$ cat src/rtl/ssd_scan_driver.sv
// Time-multiplexed seven-segment driver: shadowed hex value, per-digit blanking, one dead cycle per slot.
// Optional build macro SSD_LEADING_ZERO_BLANK_EN also darkens leading zero digits (digit 0 always shown).
module ssd_scan_driver #(
    parameter int DIGITS      = 4,
    parameter int REFRESH_DIV = 50000
) (
    input  logic                  clk,
    input  logic                  rst_n,
    input  logic [4*DIGITS-1:0]   value_i,
    input  logic                  load_i,
    input  logic [DIGITS-1:0]     blank_mask_i,
    output logic [6:0]            ssd_bits_o,
    output logic [DIGITS-1:0]     digit_en_o
);
    localparam int DW = (REFRESH_DIV > 1) ? $clog2(REFRESH_DIV) : 1;
    localparam int IW = (DIGITS > 1) ? $clog2(DIGITS) : 1;

    typedef enum logic {DEAD = 1'b0, DRIVE = 1'b1} phase_t;

    phase_t              state_q;
    logic [DW-1:0]       div_cnt_q;
    logic [IW-1:0]       idx_q;
    logic [4*DIGITS-1:0] value_q;
    logic [DIGITS-1:0]   mask_q;
    logic [6:0]          ssd_bits_q;
    logic [DIGITS-1:0]   digit_en_q;

    logic [3:0]          nib_d;
    logic                blank_d;
    logic [DIGITS-1:0]   sel_en_d;
    logic [IW-1:0]       idx_d;

    function automatic logic [6:0] seg_decode(input logic [3:0] n);
        case (n)
            4'h0: seg_decode = 7'b1000000;
            4'h1: seg_decode = 7'b1111001;
            4'h2: seg_decode = 7'b0100100;
            4'h3: seg_decode = 7'b0110000;
            4'h4: seg_decode = 7'b0011001;
            4'h5: seg_decode = 7'b0010010;
            4'h6: seg_decode = 7'b0000010;
            4'h7: seg_decode = 7'b1111000;
            4'h8: seg_decode = 7'b0000000;
            4'h9: seg_decode = 7'b0010000;
            4'hA: seg_decode = 7'b0001000;
            4'hB: seg_decode = 7'b0000011;
            4'hC: seg_decode = 7'b1000110;
            4'hD: seg_decode = 7'b0100001;
            4'hE: seg_decode = 7'b0000110;
            default: seg_decode = 7'b0001110;
        endcase
    endfunction

    // Digit 0 is the fallback selection, so any out-of-range idx behaves as a wrap to 0.
    always_comb begin
        nib_d       = value_q[3:0];
        blank_d     = mask_q[0];
        sel_en_d    = '1;
        sel_en_d[0] = 1'b0;
        for (int i = 1; i < DIGITS; i++) begin
            if (idx_q == IW'(i)) begin
                nib_d       = value_q[4*i +: 4];
                blank_d     = mask_q[i]
`ifdef SSD_LEADING_ZERO_BLANK_EN
                              | ((value_q >> (4*i)) == '0)
`endif
                              ;
                sel_en_d    = '1;
                sel_en_d[i] = 1'b0;
            end
        end
    end

    always_comb begin
        if (idx_q >= IW'(DIGITS-1)) idx_d = '0;
        else                        idx_d = idx_q + IW'(1);
    end

    // Outputs are built from the pre-edge counters and shadows, giving one cycle of latency.
    always_ff @(posedge clk) begin
        if (!rst_n) begin
            state_q    <= DEAD;
            div_cnt_q  <= '0;
            idx_q      <= '0;
            value_q    <= '0;
            mask_q     <= '0;
            ssd_bits_q <= 7'b1111111;
            digit_en_q <= '1;
        end else begin
            if (load_i) begin
                value_q <= value_i;
                mask_q  <= blank_mask_i;
            end
            if (div_cnt_q == DW'(REFRESH_DIV-1)) begin
                div_cnt_q <= '0;
                idx_q     <= idx_d;
                state_q   <= DEAD;
            end else begin
                div_cnt_q <= div_cnt_q + DW'(1);
                state_q   <= DRIVE;
            end
            case (state_q)
                DEAD: begin
                    ssd_bits_q <= 7'b1111111;
                    digit_en_q <= '1;
                end
                default: begin
                    ssd_bits_q <= blank_d ? 7'b1111111 : seg_decode(nib_d);
                    digit_en_q <= sel_en_d;
                end
            endcase
        end
    end

    assign ssd_bits_o = ssd_bits_q;
    assign digit_en_o = digit_en_q;
endmodule

$ cat config.mk
export PLATFORM = sky130hd
export DESIGN_NAME = ssd_scan_driver
export DESIGN_NICKNAME = d
export VERILOG_FILES = /design/src/rtl/ssd_scan_driver.sv
export SDC_FILE = /design/constraint.sdc
export NUM_CORES = 1
export LEC_CHECK = 0
export CAP_MARGIN = 20
export CORE_MARGIN = 8
export CORE_UTILIZATION = 40
export CTS_CLUSTER_SIZE = 8
export DETAILED_ROUTE_END_ITERATION = 12
export PLACE_DENSITY_LB_ADDON = 0.25
export SLEW_MARGIN = 20
export SYNTH_ARGS = -nofsm -noshare
export SYNTH_HDL_FRONTEND = slang
export SYNTH_SLANG_ARGS = --single-unit
$ cat constraint.sdc
create_clock -name clk -period 7.1 [get_ports clk]
set_clock_uncertainty 0.2 [all_clocks]
set_input_delay 1.065 -clock clk [delete_from_list [all_inputs] [get_ports clk]]
set_output_delay 1.065 -clock clk [all_outputs]
set_load 0.005 [all_outputs]
==> flow_metrics.tcl <==
set metrics [dict create \
    cts_sinks 50 \
    dp_slack_ns 3.84 \
    fin_ws_ns 4.24 \
    synthDistinctLibCells 34 \
    rsz0062_at_grt "false" \
    drt_first_pass_iters 4 \
    async_reset_ff_frac 0 \
    wl_per_cell_um 12.7 \
    via_count 1646 \
    ys_seq_elements 50 \
    drc 0 \
    netlist_area_mm2 0.00225 \
    worst_pin_slew_ns 0.904 \
    io-pin-count 34 \
    max_freq_mhz 350 \
    slowest_stage "clkdlybuf4s50_1" \
    sw_frac_of_total 0.223 \
    fp.dieH_um 91.0 \
    worstSetupPathType "input port to register" \
    path_clk_slew_ns 0.08 \
    start_util 0.411 \
    min_path_type "register to register" \
    required_ns 7.13 \
    cpPeakStageDelay_ns 1.06 \
    maxSlewViolCount 0 \
    seq_power_share 0.541 \
    synth_top_area_frac 0.445 \
    routabilityCongestion 0.807 \
    fin_nets 295 \
    synthTopCellsByArea "dfxtp_1 44%, mux2i_1 12%, nor2b_1 6.4%" \
    cap_violations 0 \
    multi_input_area_mm2 0.00118 \
    powerDensity_mw_per_mm2 201 \
    gr-total-overflow 0 \
    synth_warnings 0 \
    endpoint_kind "register" \
    ys_seq_area_frac 0.445 \
    grt_pass1_vias 1588 \
    fillerInstances 549 \
    register_area_mm2 0.00100 \
    grt_max_degree 32 \
    yosysMostFrequentCell "dfxtp_1" \
    synth_cells 231 \
    cts-resized-gates 0 \
    vdd_drop_max_v 0.0000926 \
    hold_viol 0 \
    slew_headroom 0.395 \
    clkPwrFrac 0.357 \
    p_int_uw 428 \
    ctsLongestPathBuffers 2 \
    hold_buffers 0 \
    postCtsSetupBuffers 0 \
    drt_iter0_markers 51 \
    htree_levels 2 \
    status "finished, final reports clean" \
    area_growth_pct 21.7 \
    cp_cell_sequence "clkdlybuf4s50_1 -> nand2_1 -> nor2_1" \
    crit_arrival_ns 2.89 \
    syn_area_per_cell_um2 9.74 \
    p_comb_frac 0.103 \
    synth_nets 264 \
    period_share 0.402 \
    finalCriticalPeriod_ns 2.86 \
    drtAntennaViolNets 0 \
    die_w_um 91.0 \
    root_buffer "clkbuf_8" \
    power.leakage_uw 0.00110 \
    finalSetupTns_ns 0 \
    drive_above_1_share 0.0494 \
    cp.buffers_inverters 1 \
    drt-total-wl_mm 4.26 \
    dp_hpwl_mm 3.15 \
    grt_pass1_wl_mm 7.42 \
    critPathLaunchType "input port" \
    ys.flop_type "dfxtp_1" \
    setup_viol 0 \
    die-area_mm2 0.00828 \
    rows 27 \
    core_mm2 0.00547 \
    synth_edf_count 0 \
    crit_fanout 31 \
    synth_common_cells "50 x dfxtp_1, 26 x mux2i_1, 23 x nor2_1, 23 x nor2b_1, 15 x nand2_1" \
    numCtsBuffers 5 \
    grt_usage 0.108 \
    clk_latency_ns 0.30 \
    vias_per_cell 4.91 \
    yosysTopAreaCell "dfxtp_1" \
    n_antenna_cell 0 \
    critPathTopFamily "buffers and inverters" \
    portBuffers 33 \
    antenna_found_initial 0 \
    cts_tree "done" \
    p_sw_uw 122 \
]
area by class of cell:
| cell class | instances | share of cell area |
|---|---|---|
| tap | 72 | 0.0329 |
| inverter | 8 | 0.0110 |
| clock inverter | 3 | 0.0146 |
| sequential | 50 | 0.365 |
| clock buffer | 5 | 0.0251 |
| timing repair buffer | 33 | 0.119 |
| multi-input combinational | 164 | 0.432 |
sequential cells by signal, indices dropped and copies added, names as in the netlist:
name / flops
mask_q: 4
value_q: 16
state_q: 1
div_cnt_q: 16
digit_en_o: 4
idx_q: 2
ssd_bits_o: 7
worst register-to-register path: stages (launching register included):
cell	delay (ns)
dfxtp_1	0.40
ha_1	0.41
mux2_2	0.39
mux2i_1	0.15
o21ai_0	0.23
ha_1	0.30
nand2_1	0.08
o21ai_0	0.11
a221o_1	0.39
per-stage QoR:
step,instances,hold slack (ns),util,power [uW],cell area (um^2)
after detailed placement,327,0.263,0.481,361,2630
after global placement,327,0.242,0.481,361,2640
after global routing,335,0.312,0.500,578,2740
after CTS,335,0.285,0.500,558,2740
after floorplan,231,0.226,-,335,2250
final,335,0.286,0.500,550,2740
logic make-up (layout without fill, tap and decap cells):
kind of cell    after synthesis  after routing  share of synthesized area
mux                          27             27                      0.121
xor+xnor                     14             14                     0.0545
simple gates                 88             88                      0.214
buf+inv                      17             49                     0.0295
compound gates               25             25                     0.0812
fa+ha+maj                    10             10                     0.0556
flops                        50             50                      0.445
per-layer routing:
layer,wire (um),global-route usage,vias up,share of wire
li1,-,-,864,-
met1,2170,0.137,741,0.51
met2,1800,0.158,35,0.42
met3,217,0.0436,6,0.051
met4,66,0.0450,0,0.015
met5,0,0,-,0
power by group through the flow:
stage          combinational [uW]  clock (uW)  sequential [uW]
2_1_floorplan                32.4           0              303
3_3_place_gp                 57.2           0              304
3_5_place_dp                 56.9           0              304
4_1_cts                      57.0         203              298
5_1_grt                      63.4         216              299
6_report                     56.4         196              298
cells in the final DEF, fill, tap and decap left out:
cell and instances:
mux2i_1 26, o221ai_1 3, o31a_1 1, ha_1 10
or4_4 1, or3_1 2, and3_1 2, and3_2 2
clkdlybuf4s50_1 32, dfxtp_1 50, nand4_1 3, o21ai_0 8
xor2_1 11, a21boi_1 1, or4b_1 2, o2bb2ai_1 1
a211oi_1 3, xnor2_1 3, inv_1 8, o2111ai_1 1
clkbuf_8 5, and4_1 4, buf_2 1, nand2_1 15
nand2b_1 1, bufinv_16 1, o2111a_1 1, mux2_2 1
a221o_1 3, nor2b_1 23, nor2_1 23, clkinv_2 2
nand3_1 5, and2_1 2, a21oi_1 2, a221oi_1 1
nand4b_1 3
final timing paths:
| path | from | to | slack, ns | cells after the start |
|---|---|---|---|---|
| worst max-delay path | rst_n | div_cnt_q[13]$_SDFF_PP0_ | 4.24 | 3 |
| worst min-delay path | state_q$_SDFF_PN0_ | digit_en_o[3]$_SDFF_PN1_ | 0.29 | 1 |
| worst max register to register | idx_q[0]$_SDFFE_PN0N_ | ssd_bits_o[6]$_SDFF_PP1_ | 4.33 | 8 |
| worst min register to register | state_q$_SDFF_PN0_ | digit_en_o[3]$_SDFF_PN1_ | 0.29 | 1 |
No activity file was read; power rests on OpenSTA's default activity.
